==> config.mk <==
export PLATFORM = sky130hd
export DESIGN_NAME = occupancy_timeout_multi
export DESIGN_NICKNAME = d
export VERILOG_FILES = /design/src/rtl/occupancy_pkg.sv /design/src/rtl/zone_timer.sv /design/src/rtl/occupancy_timeout_multi.sv
export SDC_FILE = /design/constraint.sdc
export NUM_CORES = 1
export LEC_CHECK = 0
export ABC_AREA = 1
export CAP_MARGIN = 10
export CORE_MARGIN = 2
export CORE_UTILIZATION = 54
export CTS_CLUSTER_SIZE = 28
export DETAILED_ROUTE_END_ITERATION = 10
export PLACE_DENSITY = 0.76
export SLEW_MARGIN = 20
export SYNTH_ARGS = -nofsm -noshare
export SYNTH_HDL_FRONTEND = slang
export SYNTH_SLANG_ARGS = --single-unit
==> constraint.sdc <==
create_clock -name clk -period 2.1 [get_ports clk]
set_input_delay 0.21 -clock clk [delete_from_list [all_inputs] [get_ports clk]]
set_output_delay 0.21 -clock clk [all_outputs]
set_load 0.005 [all_outputs]
==> src/rtl/occupancy_pkg.sv <==
// Shared types and default timing for the multi-zone occupancy absence timer.
package occupancy_pkg;

  typedef enum logic [1:0] {
    INICIAL  = 2'd0,
    CONTANDO = 2'd1,
    WARN     = 2'd2,
    EXPIRE   = 2'd3
  } zone_state_t;

  localparam int DEFAULT_N_ZONES   = 4;
  localparam int DEFAULT_TIMEOUT_T = 30000;
  localparam int DEFAULT_WARN_T    = 5000;
  localparam int DEFAULT_CNT_W     = 16;

endpackage

==> src/rtl/zone_timer.sv <==
// One zone's absence timer: counts while enabled and idle, warns, then pulses shutdown.
module zone_timer
  import occupancy_pkg::*;
#(
  parameter int TIMEOUT_T = DEFAULT_TIMEOUT_T,
  parameter int WARN_T    = DEFAULT_WARN_T,
  parameter int CNT_W     = DEFAULT_CNT_W
) (
  input  logic clk,
  input  logic rst,
  input  logic enable_i,
  input  logic infravermelho_i,
  output logic c_o,
  output logic warn_o,
  output logic active_o
);

  if (!((2 ** CNT_W) > TIMEOUT_T)) begin : g_cnt_w_check
    $error("zone_timer: CNT_W too narrow to hold TIMEOUT_T");
  end
  if (!(WARN_T >= 0 && WARN_T < TIMEOUT_T && TIMEOUT_T >= 2)) begin : g_timing_check
    $error("zone_timer: need 0 <= WARN_T < TIMEOUT_T and TIMEOUT_T >= 2");
  end

  localparam logic [CNT_W-1:0] WARN_START = CNT_W'(TIMEOUT_T - WARN_T - 1);
  localparam logic [CNT_W-1:0] LAST_CNT   = CNT_W'(TIMEOUT_T - 1);
  localparam logic [CNT_W-1:0] ONE        = CNT_W'(1);

  zone_state_t      state_q, state_d;
  logic [CNT_W-1:0] tc_q, tc_d;
  logic             abort;

  always_ff @(posedge clk or posedge rst) begin
    if (rst) begin
      state_q <= INICIAL;
      tc_q    <= '0;
    end else begin
      state_q <= state_d;
      tc_q    <= tc_d;
    end
  end

  // Presence or disable always wins over the terminal count.
  assign abort = infravermelho_i | ~enable_i;

  always_comb begin
    state_d = state_q;
    tc_d    = tc_q;
    case (state_q)
      INICIAL: begin
        tc_d = '0;
        if (enable_i && !infravermelho_i) state_d = CONTANDO;
      end
      CONTANDO: begin
        if (abort) begin
          state_d = INICIAL;
          tc_d    = '0;
        end else if (tc_q == WARN_START) begin
          if (WARN_T > 0) begin
            state_d = WARN;
            tc_d    = tc_q + ONE;
          end else begin
            state_d = EXPIRE;
            tc_d    = '0;
          end
        end else begin
          tc_d = tc_q + ONE;
        end
      end
      WARN: begin
        if (abort) begin
          state_d = INICIAL;
          tc_d    = '0;
        end else if (tc_q == LAST_CNT) begin
          state_d = EXPIRE;
          tc_d    = '0;
        end else begin
          tc_d = tc_q + ONE;
        end
      end
      EXPIRE: begin
        state_d = INICIAL;
        tc_d    = '0;
      end
      default: begin
        state_d = INICIAL;
        tc_d    = '0;
      end
    endcase
  end

  assign c_o      = (state_q == EXPIRE);
  assign warn_o   = (state_q == WARN);
  assign active_o = (state_q == CONTANDO) || (state_q == WARN);

endmodule

==> src/rtl/occupancy_timeout_multi.sv <==
// N independent zone absence timers plus aggregate shutdown and active-count status.
module occupancy_timeout_multi
  import occupancy_pkg::*;
#(
  parameter int N_ZONES   = DEFAULT_N_ZONES,
  parameter int TIMEOUT_T = DEFAULT_TIMEOUT_T,
  parameter int WARN_T    = DEFAULT_WARN_T,
  parameter int CNT_W     = DEFAULT_CNT_W,
  localparam int NA_W     = $clog2(N_ZONES + 1)
) (
  input  logic               clk,
  input  logic               rst,
  input  logic [N_ZONES-1:0] enable,
  input  logic [N_ZONES-1:0] infravermelho,
  output logic [N_ZONES-1:0] C,
  output logic [N_ZONES-1:0] warn,
  output logic [N_ZONES-1:0] active,
  output logic               any_shutdown,
  output logic [NA_W-1:0]    n_active
);

  for (genvar gi = 0; gi < N_ZONES; gi++) begin : g_zone
    zone_timer #(
      .TIMEOUT_T(TIMEOUT_T),
      .WARN_T   (WARN_T),
      .CNT_W    (CNT_W)
    ) u_zone (
      .clk            (clk),
      .rst            (rst),
      .enable_i       (enable[gi]),
      .infravermelho_i(infravermelho[gi]),
      .c_o            (C[gi]),
      .warn_o         (warn[gi]),
      .active_o       (active[gi])
    );
  end

  assign any_shutdown = |C;

  always_comb begin
    n_active = '0;
    for (int i = 0; i < N_ZONES; i++) begin
      n_active = n_active + NA_W'(active[i]);
    end
  end

endmodule

=== Yosys cells after proc, flatten, opt, wreduce, memory -nomap -nowiden ===
Cells that the tools add are included.

* Register bits after elaboration: 72
* Input port bits: 10
* Output and inout port bits: 16
* Logic and storage cells: 120

* $add $sub $neg: 7
* Equality and inequality tests: 32
* Multiplexer cells: 40
* Bitwise operators: 8
* Reductions and logical operators: 25

{| class="wikitable"
|+ Operators with widths
! kind !! count
|-
| 2-to-1 mux 16 bit || 12
|-
| case mux 16 bit (3 select lines) || 4
|-
| == test 16 x 15 -> 1 bit, second input constant || 8
|-
| adder 16 x 1 -> 16 bit, second input constant || 4
|-
| 2-to-1 mux 2 bit || 20
|-
| case mux 2 bit (4 select lines) || 4
|-
| == test 2 bit, second input constant || 8
|-
| inequality test 3 x 1 -> 1 bit, second input constant || 4
|-
| inequality test 3 bit, second input constant || 4
|-
| AND reduction 3 bit || 4
|-
| == test 2 x 1 -> 1 bit, second input constant || 4
|-
| zero test 2 bit || 4
|-
| inequality test 2 x 1 -> 1 bit, second input constant || 4
|-
| OR reduction 2 bit || 4
|-
| logical AND 1 bit || 4
|-
| zero test 1 bit || 4
|-
| logical OR 1 bit || 4
|-
| inverter 1 bit || 4
|-
| OR 1 bit || 4
|-
| OR reduction 4 bit || 1
|-
| adder 2 x 1 -> 3 bit || 1
|-
| adder 3 x 1 -> 3 bit || 1
|-
| adder 1 x 1 -> 2 bit || 1
|}

=== Logic depth before layout (Yosys ltp) ===
Gate-level depths: netlist (run 1).

* Depth in word-level cells: 5
* Mapped depth: 11
* Depth with buffers taken out: 10

=== Modules after synthesis ===
A second synthesis (run 1) with hierarchy kept.

* Cell total of the unflattened synthesis: 611
* Area, all modules: 4,531.8 um2

{| class="wikitable"
|+ Modules (own cells, without submodules)
! module !! times used !! cells each !! area an instance (um2) !! seq. area each (um2)
|-
| zone_timer at g_zone[0].u_zone ... || 3 || 151 || 1,106.1 || 450.4
|-
| zone_timer at g_zone[3].u_zone || 1 || 147 || 1,138.6 || 450.4
|-
| occupancy_timeout_multi || 1 || 11 || 75.1 || 0.0
|}

=== Least setup slack after synthesis (run 1) ===
No wires, ideal clock.

* Kind: register to output
* Start: reg g_zone[0].u_zone.state_q[0]
* End: out n_active[1]
* Arrival: 1.719 ns
* Data required time: 1.890 ns
* Path slack: 0.171 ns
* Cell stages (with the launch flop): 6
* Path buffers: 0
* Cells stage by stage: dfrtp_1 inv_1 ha_1 fa_1 ha_1 ha_1

* Longest elaborated chain between the ends: 5
* Elaborated cells on any way between the ends: 6
* Classes of those cells: add/sub: 3; eq/ne: 2; reduce/logical: 1

{| class="wikitable"
|+ Ends and longest elaborated chain
! item !! RTL line !! RTL
|-
| start, declared || zone_timer.sv:29 || <nowiki>zone_state_t state_q, state_d;</nowiki>
|-
| start signal, assigned || zone_timer.sv:38 || <nowiki>state_q <= state_d;</nowiki>
|-
| == test 2 x 1 -> 1 bit / == test 2 bit (equally long branches) || zone_timer.sv:94 || <nowiki>assign active_o = (state_q == CONTANDO) || (state_q == WARN);</nowiki>
|-
| logical OR 1 bit (*) || zone_timer.sv:94 ||
|-
| net g_zone[0].u_zone.active_o || zone_timer.sv:15 || <nowiki>output logic active_o</nowiki>
|-
| adder 1 x 1 -> 2 bit (*) || occupancy_timeout_multi.sv:43 || <nowiki>n_active = n_active + NA_W'(active[i]);</nowiki>
|-
| adder 2 x 1 -> 3 bit (*) || occupancy_timeout_multi.sv:43 ||
|-
| adder 3 x 1 -> 3 bit (*) || occupancy_timeout_multi.sv:43 ||
|-
| end, declared || occupancy_timeout_multi.sv:19 || <nowiki>output logic [NA_W-1:0] n_active</nowiki>
|}

The timed path passes the listed nets; every way through them passes the cells marked *.

=== Worst setup path in the final report (run 1) ===
* Start: reg g_zone[1].u_zone.state_q[0]
* End: out n_active[1]

* Longest elaborated chain between the ends: 5
* Elaborated cells on any way between the ends: 6
* Classes of those cells: add/sub: 3; eq/ne: 2; reduce/logical: 1

{| class="wikitable"
|+ Ends and longest elaborated chain
! item !! RTL line
|-
| start, declared || zone_timer.sv:29
|-
| start signal, assigned || zone_timer.sv:38
|-
| == test 2 x 1 -> 1 bit / == test 2 bit (equally long branches) || zone_timer.sv:94
|-
| logical OR 1 bit (*) || zone_timer.sv:94
|-
| adder 1 x 1 -> 2 bit (*) || occupancy_timeout_multi.sv:43
|-
| adder 2 x 1 -> 3 bit (*) || occupancy_timeout_multi.sv:43
|-
| adder 3 x 1 -> 3 bit (*) || occupancy_timeout_multi.sv:43
|}

Every way passes the cells marked *; elsewhere a longest branch is shown, timed or not.

==> out/results.txt, run 1 <==
In this run the biggest area consumer among cell types represents 41.0% of the synthesized area. The top cell types in the final layout, fill and taps aside, are 137 x sky130_fd_sc_hd__nor2_1, 134 x sky130_fd_sc_hd__nand2_1, 72 x sky130_fd_sc_hd__dfrtp_1. The count of buffering cells on the critical path with inverters included was 2; the core box area was 7810 um^2. The library cell used most frequently in the layout, excluding fill and tap cells, is sky130_fd_sc_hd__nor2_1.

Yosys attributes the largest share of cell area to sky130_fd_sc_hd__dfrtp_1 41%, sky130_fd_sc_hd__nor2_1 12%, sky130_fd_sc_hd__nand2_1 11%. After clock tree synthesis, the clock-pin slew on the worst setup and hold paths is 80 ps. The max-slew violation total from the final report is 0. The critical-path maximum fanout is 2. Dividing the final minimum period by the clock period gives 109%.

The max-capacitance violation count is 0, and the post-layout net count is 676. The tools report the cell at the root of the clock tree as sky130_fd_sc_hd__clkbuf_8. The tools report the hold violation total from the final report as 0.

The pre-antenna-repair detailed-routing pass consisted of 5 iterations. The number of clock buffers added by TritonCTS is 9. The logs give 4.37 mW for the total power after layout and 0 for the number of buffers added to fix hold violations after cts.

The worst-case setup margin in the final layout came out at -189 ps. The peak supply drop came out at 0.619 mV. The slew at the pin closest to its max-slew limit is 502 ps. For this run, the top clock speed supported by timing is 437 MHz.

TritonCTS built the clock tree. The flow ran to the end, but the final reports show violations. Clock tree synthesis found a total of 72 sinks. The run gives 0 as the overflow left after global routing. The run gives 3522 as the number of global-route vias before repair. In this run, synthesis produced a sequential element count of 72. The worst slew margin relative to its limit is 66.5%. The wire-length estimate of the detail-placed layout is 6.68 mm. The number of antenna violations at the first check in global routing was 0. In this run the remaining antenna-violating nets after routing total 0.

The y dimension of the die works out to 94.3 um. The run gives 350 ps as the clock insertion delay at the later pin of the skew report. During placement, the flow inserted port buffers numbering 25.

For this run, the number of Yosys warnings is 0. Of all cell types, the one taking the most synthesized area is sky130_fd_sc_hd__dfrtp_1. The required time of the critical path came out at 1890 ps.

For the accumulated negative setup slack, the log shows -339 ps. Measured along the x axis, the die boundary spans 94.3 um. Synthesis produced a netlist with a net count of 636. Data arrives at the worst endpoint at 2080 ps.

After synthesis the cells add up to 4400 um^2. The critical-path cell with the highest stage delay was sky130_fd_sc_hd__fa_2. Dividing total power by cell area gives a power density of 866 nW/um^2.

Pin placement for this block handled 26 I/O pins. The category of the most critical setup path was reg2out. The critical path goes through inv_2 -> ha_4 -> fa_2 -> ha_4 -> ha_4 -> buf_6.

The tools report the sequential cell area fraction in the yosys report as 41.0%. For the number of distinct library cells after synthesis, the log shows 27. Final hold analysis gives a worst-case slack of 225 ps. Final-report setup violation count: 3. 0 antenna diodes ended up in the layout. The number of placement rows is 32, and the fraction of final layout cells sized beyond drive strength 1 is 11.4%. The logs give 81 for the number of DRC violations after detailed-routing iteration 0 and 598 for the synthesized instance count.

Setup repair after global routing could not meet its margin everywhere. Each instance of the synthesized netlist takes up on average 7.36 um^2. The smallest clock period supported by the final layout is computed as 2290 ps. The leakage power summed over all cells was 2.26 nW; the via count normalized by instance count was 5.09.

The layout has 666 filler cells. Family of cells with the greatest summed delay on the critical path: adder cells. For the final routed wirelength across all metal layers, the log shows 9.08 mm.

The congestion estimate from routability-driven global placement came to 0.892. The dominant cell type by count on the critical path is sky130_fd_sc_hd__ha_4. The die covers 8880 um^2. Across every metal layer, demand over resource in global routing totals 22.3%. STA classifies the critical path startpoint as a flop. Compared with the post-synthesis result, the final layout area differs by 14.8%. The checks that failed: setup timing. The clock passes through at most 2 buffers. For this configuration, the core starts out at a cell density of 56.3%.

The H-tree depth reported by CTS came out at 3. The pin count of the biggest net entering global routing was 53; the DRC violation count after routing was 0. The tools report the number of vias in the routed layout as 3790. The worst min-delay path category was in2async. In this design, the stage delay of the slowest critical-path cell is 600 ps. STA classifies the critical path endpoint as an output port. The global-route wire length before repair came out at 15.6 mm. The maximum clock skew at final layout was 10.2 ps; the average routed wire per standard cell was 12.2 um.
==> sequential cells by signal (all words and copies together) (netlist names) <==
signal,cells
g_zone.u_zone.state_q,8
g_zone.u_zone.tc_q,64
==> repair_timing <==
action / 4_1_cts / 5_1_grt
resized for setup: 23 / 7
pin swaps: 2 / 2
setup buffers: 1 / 2
endpoints found under the setup margin: 4 / 4
==> power breakdown <==
part / switching [mW] / internal, mW
clock network: 0.507 / 0.483
registers: 0.0629 / 1.47
logic: 0.881 / 0.972
total: 1.45 / 2.92
==> path summary, 6_finish.rpt <==
| path | from | to | slack [ps] | cells past startpoint |
|---|---|---|---|---|
| setup / recovery | g_zone[1].u_zone.state_q[0]$_DFFE_PP0P_ | n_active[1] | -190 | 6 |
| min in group clk | g_zone[3].u_zone.tc_q[0]$_DFF_PP0_ | g_zone[3].u_zone.tc_q[0]$_DFF_PP0_ | 460 | 1 |
| setup reg to reg | g_zone[3].u_zone.state_q[1]$_DFFE_PP0P_ | g_zone[3].u_zone.tc_q[7]$_DFF_PP0_ | 380 | 9 |
| max in group asynchronous | rst | g_zone[3].u_zone.tc_q[6]$_DFF_PP0_ | 1610 | 3 |
| hold reg to reg | g_zone[3].u_zone.tc_q[0]$_DFF_PP0_ | g_zone[3].u_zone.tc_q[0]$_DFF_PP0_ | 460 | 1 |
| hold / removal | rst | g_zone[2].u_zone.tc_q[14]$_DFF_PP0_ | 220 | 3 |
==> Yosys cell counts <==
cell	count
sky130_fd_sc_hd__a21oi_1	14
sky130_fd_sc_hd__a21oi_2	1
sky130_fd_sc_hd__a31oi_1	5
sky130_fd_sc_hd__buf_4	13
sky130_fd_sc_hd__buf_6	1
sky130_fd_sc_hd__dfrtp_1	72
sky130_fd_sc_hd__fa_1	1
sky130_fd_sc_hd__ha_1	27
sky130_fd_sc_hd__inv_1	74
sky130_fd_sc_hd__inv_2	4
sky130_fd_sc_hd__nand2_1	134
sky130_fd_sc_hd__nand2_2	7
sky130_fd_sc_hd__nand3_1	32
sky130_fd_sc_hd__nand3b_1	3
sky130_fd_sc_hd__nand4_1	11
sky130_fd_sc_hd__nor2_1	137
sky130_fd_sc_hd__nor2_2	4
sky130_fd_sc_hd__nor2_4	1
sky130_fd_sc_hd__nor3_1	17
sky130_fd_sc_hd__nor3_2	2
sky130_fd_sc_hd__nor3b_1	1
sky130_fd_sc_hd__o21ai_0	12
sky130_fd_sc_hd__o21bai_1	1
sky130_fd_sc_hd__or2_2	4
sky130_fd_sc_hd__or4_1	1
sky130_fd_sc_hd__xnor2_1	2
sky130_fd_sc_hd__xor2_1	17
==> stage by stage <==
step / cells / worst slack, ps / area [um^2] / utilization [%]
final: 744 / -189 / 5050 / 64.7
after global routing: 744 / -255 / 5050 / 64.7
after CTS: 742 / -226 / 5030 / 64.4
after detailed placement: 726 / -352 / 4790 / 61.4
after global placement: 726 / -332 / 4790 / 61.4
after floorplan: 598 / 65.1 / 4400 / -
==> cells by family (layout without fill, tap and decap cells) <==
family | after synthesis | after routing | synth area share, %
simple gates | 354 | 354 | 34.0
buf+inv | 92 | 136 | 9.13
flops | 72 | 72 | 41.0
compound gates | 33 | 33 | 4.04
fa+ha+maj | 28 | 28 | 8.13
xor+xnor | 19 | 19 | 3.78
==> cell type report <==
class	count	area, um^2	area share (%)
inverter	78	293	5.80
clock inverter	3	17.5	0.347
timing repair buffer	43	390	7.73
multi-input combinational	434	2260	44.8
clock buffer	12	155	3.07
sequential	72	1800	35.7
tap	102	128	2.53
==> worst min-delay path: cells and delay by family <==
kind | cells | cell delay (ps)
buffers and inverters | 3 | 750
==> metal layers <==
layer | routed length (um) | track usage, %
met5 | 0 | 0
met3 | 392 | 4.65
met4 | 209 | 8.94
met1 | 4280 | 29.7
met2 | 4190 | 35.4
Note: power is estimated with default switching activity, not from simulation.
==> run 2, diff against run 1 <==
--- a/config.mk
+++ b/config.mk
@@ -12,6 +12,7 @@
 export CTS_CLUSTER_SIZE = 28
 export DETAILED_ROUTE_END_ITERATION = 10
 export PLACE_DENSITY = 0.76
+export SKIP_CTS_REPAIR_TIMING = 1
 export SLEW_MARGIN = 20
 export SYNTH_ARGS = -nofsm -noshare
 export SYNTH_HDL_FRONTEND = slang
==> run 2 against run 1 <==
  * The run still ends with setup timing left
  * Power decreased by 1.9%
  * Global-route usage fell by 0.29 points
  * Combinational power down 4%
  * Largest cell class unchanged
  * Via count down 0.45%
  * Register-to-register slack improved by 20 ps
  * Cell count shrank 0.27%
  * Highest routed layer unchanged
  * Utilization down 0.19 points
  * Non-clock buffer count is 2 lower
  * Critical path depth unchanged
  * Worst setup slack worse by 21 ps
  * Die area unchanged
==> out/results.txt, run 2 (synthesis gave the netlist of run 1 again) <==
The nature of the critical path startpoint was a flop. The filler cells instantiated in the layout total 669. The average routed wire per standard cell works out to 12.1 um. STA puts the critical path data required time at 1890 ps. The register with the most flip-flops in the final layout is g_zone.u_zone.tc_q. TritonCTS built the clock tree. The register with the most flip-flops in the layout has 64 of them. The detailed router finished its first iteration with 94 violations. For this run, the total global-route usage over all layers was measured as 22.0%. Excluding fillers, the count of instances in the completed layout stands at 742. The final critical path takes up 110% of the cycle. The tree built by TritonCTS fans out to 72 sinks. The run gives 0 as the number of antenna violations at the first check in global routing.

The worst slack at placement was -352 ps. The cell at the root of the clock tree is sky130_fd_sc_hd__clkbuf_8. The number of clock buffers added by TritonCTS is 9. The cell area power density was 852 nW/um^2; the H-tree depth reported by CTS was 3. Once the floorplan was initialized, standard cells occupied 56.3% of the core. The library cells used most frequently in the layout, excluding fill and tap cells, are 137 x sky130_fd_sc_hd__nor2_1, 134 x sky130_fd_sc_hd__nand2_1, 72 x sky130_fd_sc_hd__dfrtp_1.

The routed design has 8.98 mm of wire. The clock passes through at most 2 buffers. The clock slew seen by the registers of the worst setup and hold paths was 70 ps; the timing-limited maximum frequency was 433 MHz. In this run the worst hold path is classified as in2async. Summed over all failing endpoints, the final setup total negative slack is -463 ps. Summed over all nets, the half-perimeter wirelength after detailed placement is 6.68 mm.

Once placement completed, the tool counted placed cells totaling 726. The checks that failed: setup timing. The logs give 64.5% for the final core utilization and 234 ps for the worst hold margin. The worst-case setup margin in the final layout was -210 ps; the pin count of the biggest net entering global routing was 53.

For the pin with the worst max-slew slack, the measured transition is 503 ps. In the routed design, unresolved DRC markers number 0. For the area of the die, the log shows 8880 um^2. In the final design database the tool counted 674 nets. Across the VDD grid, the largest voltage drop is 0.613 mV.

Setup repair after global routing could not meet its margin everywhere. The I/O pin count was 26; the leakage power summed over all cells was 2.28 nW. The maximum clock skew at final layout was 9.92 ps.

The capturing element type of the critical path is an output port. 0 antenna diodes ended up in the layout. The run gives 32 as the number of placement rows. The smallest clock period supported by the final layout is computed as 2310 ps. Measured against its own limit, the worst slew margin works out to 66.4%.

The critical path is of the reg2out type. The flow ran to the end, but the final reports show violations. Data on the critical path arrives at its endpoint at 2100 ps. For the hold violation total from the final report, the log shows 0. The port buffer count is 25. The max-capacitance violation count was 0.

Clock insertion delay at the later pin of the skew report: 350 ps. The run gives 3 as the final-report setup violation count. The floorplan die width was 94.3 um; the core box area was 7810 um^2.

For the max-slew violation total from the final report, the log shows 0. In this run the remaining antenna-violating nets after routing total 0. The via count normalized by instance count was 5.08.

The library cell used most frequently in the layout, excluding fill and tap cells, is sky130_fd_sc_hd__nor2_1. The number of global-route vias before repair was 3539. Of all nets on the critical path, the largest fanout is 2. The first global-routing pass estimated 15.5 mm of wire.

The overflow left after global routing is 0, and the placer congestion estimate is 0.892. Detailed routing inserted a total of 3773 vias. The first-pass detailed-route iteration total was 4; the y dimension of the die was 94.3 um. The largest registers in the layout are g_zone.u_zone.tc_q: 64 flops, g_zone.u_zone.state_q: 8 flops. The post-route netlist has 10.2% of its cells at a drive strength greater than 1.

The area added between synthesis and finish was 14.4%.
-- run 2: changes by cell type in the layout (fill, tap and decap cells not counted), sizes merged --
cell	previous run	this run
clkbuf	14	12
buf	20	18
dlymetal6s2s	0	2
-- run 2: where the power goes --
group / switching (mW) / internal (mW) / leakage [nW]
Clock: 0.505 / 0.483 / 0.0882
Combinational: 0.840 / 0.936 / 1.19
Sequential: 0.0599 / 1.47 / 0.996
Total: 1.40 / 2.89 / 2.28
-- run 2: path summary, 6_finish.rpt --
path	startpoint	endpoint	slack [ps]	cells after the start
max	g_zone[3].u_zone.state_q[1]$_DFFE_PP0P_	n_active[1]	-210	6
min	rst	g_zone[2].u_zone.tc_q[14]$_DFF_PP0_	230	3
max reg2reg	g_zone[2].u_zone.tc_q[0]$_DFF_PP0_	g_zone[2].u_zone.tc_q[13]$_DFF_PP0_	400	8
min reg2reg	g_zone[3].u_zone.tc_q[0]$_DFF_PP0_	g_zone[3].u_zone.tc_q[0]$_DFF_PP0_	460	1
max in group asynchronous	rst	g_zone[0].u_zone.tc_q[5]$_DFF_PP0_	1620	3
min in group clk	g_zone[3].u_zone.tc_q[0]$_DFF_PP0_	g_zone[3].u_zone.tc_q[0]$_DFF_PP0_	460	1
-- run 2: final cells by class --
class	instances	area, um^2	area share [%]
clock buffer	12	155	3.08
multi-input combinational	434	2250	44.7
sequential	72	1800	35.8
timing repair buffer	41	390	7.76
clock inverter	3	17.5	0.348
tap	102	128	2.54
inverter	78	293	5.82
-- run 2: through the flow --
step                      total power, mW  area (um^2)
final                                4.29         5030
after global routing                 4.62         5030
after CTS                            4.17         4970
after detailed placement             3.16         4790
after global placement               3.11         4790
after floorplan                      2.39         4400
-- run 2: routing by layer --
| metal | global-route usage [%] | up-vias | routed length [um] |
|---|---|---|---|
| met5 | 0 | - | 0 |
| met1 | 28.9 | 1758 | 4240 |
| met4 | 8.94 | 0 | 182 |
| met3 | 4.65 | 21 | 358 |
| met2 | 35.4 | 70 | 4200 |
| li1 | - | 1924 | - |
-- run 2: worst max-delay path, cell delays in order (launching register included) --
cell and delay (ps):
sky130_fd_sc_hd__dfrtp_1 400, sky130_fd_sc_hd__inv_2 90, sky130_fd_sc_hd__ha_4 210, sky130_fd_sc_hd__fa_1 550, sky130_fd_sc_hd__ha_2 190, sky130_fd_sc_hd__ha_4 200, sky130_fd_sc_hd__buf_6 110
==> run 3, diff against run 2 <==
--- a/config.mk
+++ b/config.mk
@@ -12,6 +12,7 @@
 export CTS_CLUSTER_SIZE = 28
 export DETAILED_ROUTE_END_ITERATION = 10
 export PLACE_DENSITY = 0.76
+export RECOVER_POWER = 25
 export SKIP_CTS_REPAIR_TIMING = 1
 export SLEW_MARGIN = 20
 export SYNTH_ARGS = -nofsm -noshare
==> run 3 against run 2 <==
  * The run still ends with setup timing left
  * Sequential cell count is the same
  * Critical path depth is the same
  * Clock skew is essentially flat
  * Clock power is essentially flat
  * Critical endpoint unchanged
  * Cell count is the same
  * Hold slack gained 230 ps
  * Utilization shrank 0.24 points
  * Maximum frequency is essentially flat
  * Die area is the same
  * Register-to-register slack is essentially flat
  * Combinational power is essentially flat
==> out/results.txt, run 3 (synthesis gave the netlist of run 1 again) <==
The number of global-route vias before repair was 3539; the hold violation total from the final report was 0. For the arrival time of the worst setup path, the log shows 2100 ps. The clock power share is 23.1%, and the placer congestion estimate is 0.892. In this run the worst setup path terminates at n_active[1]. The run gives 0 as the number of antenna violations at the first check in global routing.

For the worst setup path, the data required time is 1890 ps. Clock tree synthesis selected as its root buffer the cell sky130_fd_sc_hd__clkbuf_8. Max-capacitance violation count: 0. The post-route netlist has 9.84% of its cells at a drive strength greater than 1.

Category of the most critical setup path: reg2out. The maximum buffer depth of the clock tree was 2. Setup repair after global routing could not meet its margin everywhere.

Across the VDD grid, the largest voltage drop is 0.613 mV. The tools report the timing-limited maximum frequency as 433 MHz. For the leakage power summed over all cells, the log shows 2.27 nW. The first global-routing pass estimated 15.5 mm of wire.

CTS built an H-tree with a depth of 3. The run gives 742 as the final cell count without fillers. The final layout contains 674 nets.

In this run switching power makes up 32.8% of total power. The minimum period implied by the final worst setup slack came out at 2310 ps. For the flop-to-flop setup slack, the log shows 400 ps. Pin placement for this block handled 26 I/O pins.

Entering global routing, the biggest net connects 53 pins. The initialized floorplan defines 32 standard-cell rows. Leaving out fill and tap cells, the most frequent cell in the layout is sky130_fd_sc_hd__nor2_1.

The tools report the final routed wirelength across all metal layers as 8.98 mm. Area added between synthesis and finish: 14.0%. The logs give 460 ps for the worst hold margin and 22.0% for the overall track demand over capacity in global routing. Summed over all layers, the global routing overflow is 0. The tools report the number of inserted diodes as 0.

Counting cells, the worst reg-to-reg path comes to 8. The number of flip-flops under the largest register name was 64. The min-delay analysis places its worst path in the category reg2reg.

Dividing the detail-routed wire length by the instance count gives 12.1 um. The y dimension of the die is 94.3 um. Between clock sinks in the finished design, the worst skew comes to 9.68 ps.

The final reports fail on setup timing. For the TritonCTS buffer count, the log shows 9. The tools report the launching point of the worst reg2reg path as g_zone[2].u_zone.tc_q[0]$_DFF_PP0_. For this configuration, the core starts out at a cell density of 56.3%. The run gives 35.6% as the sequential share of power. Setup violations remaining at the end of the flow were counted as 3. The run gives -210 ps as the worst-case setup margin in the final layout. The run gives 3781 as the number of vias in the routed layout.

The later pin in the worst-skew pair is clocked with a latency of 350 ps. Cell area power density: 854 nW/um^2. STA classifies the critical path startpoint as a flop.

After clock tree synthesis, the clock-pin slew on the worst setup and hold paths is 80 ps. The die covers 8880 um^2. The core region is 7810 um^2. Switching power: 1.40 mW. The run gives 6.68 mm as the half-perimeter wire length after detailed placement.

The floorplan die width came out at 94.3 um. The run gives 96 as the number of DRC violations after detailed-routing iteration 0. Top register by number of flip-flops: g_zone.u_zone.tc_q. The via count normalized by instance count works out to 5.10.

The endpoint identified for the worst register-to-register timing path is g_zone[2].u_zone.tc_q[13]$_DFF_PP0_. Along the worst path, the maximum fanout reaches 2. The library cells used most frequently in the layout, excluding fill and tap cells, are 137 x sky130_fd_sc_hd__nor2_1, 134 x sky130_fd_sc_hd__nand2_1, 72 x sky130_fd_sc_hd__dfrtp_1. In this run the cell area measured after placement is 4790 um^2. The max-slew violation total from the final report came out at 0.

TritonCTS built the clock tree. The first-pass detailed-route iteration total came out at 5. The final instance area was 5010 um^2; the slew at the pin closest to its max-slew limit was 1300 ps. The final core utilization was 64.2%. The logs give 72 for the number of sinks on the clock net and 4.28 mW for the total power after layout.

The DRC violation count after routing is 0, and the worst slew margin relative to its limit is 13.1%. The share of total power dissipated in combinational logic is 41.3%. The total internal power was 2.88 mW. In this run the worst setup path begins at g_zone[3].u_zone.state_q[1]$_DFFE_PP0P_. The worst path uses 110% of the clock period. The flow ran to the end, but the final reports show violations. In this run the tool buffered the top-level ports with 25 buffer cells. The number of placed instances, taps included, is 726. STA classifies the critical path endpoint as an output port.

The largest registers in the layout are g_zone.u_zone.tc_q: 64 flops, g_zone.u_zone.state_q: 8 flops. The final antenna-violating net count is 0.
run 3: cell types whose count changed in the layout (fill, tap and decap cells not counted), sizes merged:
cell and delta:
clkbuf +2, buf -2, dlygate4sd3 +1, clkdlybuf4s50 -1
run 3: power groups by stage:
stage	Combinational (mW)	Sequential, mW	Clock, mW
finish	1.77	1.53	0.988
global route	1.99	1.54	1.09
CTS	1.64	1.52	1.02
detailed placement	1.62	1.55	0
global placement	1.57	1.54	0
floorplan	0.835	1.56	0
run 3: critical path: stages (launching register included):
cell and delay, ps:
sky130_fd_sc_hd__dfrtp_1 400, sky130_fd_sc_hd__inv_2 90, sky130_fd_sc_hd__ha_4 210, sky130_fd_sc_hd__fa_1 550, sky130_fd_sc_hd__ha_2 190, sky130_fd_sc_hd__ha_4 200, sky130_fd_sc_hd__buf_6 110
run 3: final cells by class:
class	count	area, um^2
clock inverters	3	17.5
flip-flops and latches	72	1800
inverters	78	293
multi-input cells	434	2250
repair buffers	41	372
fillers	671	2790
clock buffers	12	155
well taps	102	128
run 3: worst min-delay path by stage:
| stage | startpoint | to | slack (ps) | cells after the start |
|---|---|---|---|---|
| 5_1_grt | g_zone[3].u_zone.tc_q[0]$_DFF_PP0_ | g_zone[3].u_zone.tc_q[0]$_DFF_PP0_ | 470 | 1 |
| 3_5_place_dp | g_zone[3].u_zone.tc_q[0]$_DFF_PP0_ | g_zone[3].u_zone.tc_q[0]$_DFF_PP0_ | 450 | 1 |
| 6_report | g_zone[3].u_zone.tc_q[0]$_DFF_PP0_ | g_zone[3].u_zone.tc_q[0]$_DFF_PP0_ | 460 | 1 |
| 4_1_cts | rst | g_zone[2].u_zone.tc_q[10]$_DFF_PP0_ | 230 | 3 |
| 3_3_place_gp | g_zone[1].u_zone.tc_q[0]$_DFF_PP0_ | g_zone[1].u_zone.tc_q[0]$_DFF_PP0_ | 440 | 1 |
| 2_1_floorplan | g_zone[1].u_zone.tc_q[0]$_DFF_PP0_ | g_zone[1].u_zone.tc_q[0]$_DFF_PP0_ | 430 | 1 |
run 3: metrics by stage:
| stage | worst slack [ps] | setup TNS (ps) |
|---|---|---|
| 3_5_place_dp | -352 | -721 |
| 2_1_floorplan | 65.1 | 0 |
| 3_3_place_gp | -332 | -646 |
| 6_report | -210 | -463 |
| 4_1_cts | -754 | -2070 |
| 5_1_grt | -287 | -692 |
run 3: per-layer routing:
layer  routed length [um]  part of all wire [%]  vias up  global-route usage (%)
li1                     -                     -     1924                       -
met1                 4240                    47     1760                    28.9
met2                 4190                    47       76                    35.4
met3                  364                   4.1       21                    4.65
met4                  182                   2.0        0                    8.94
met5                    0                     0        -                       0
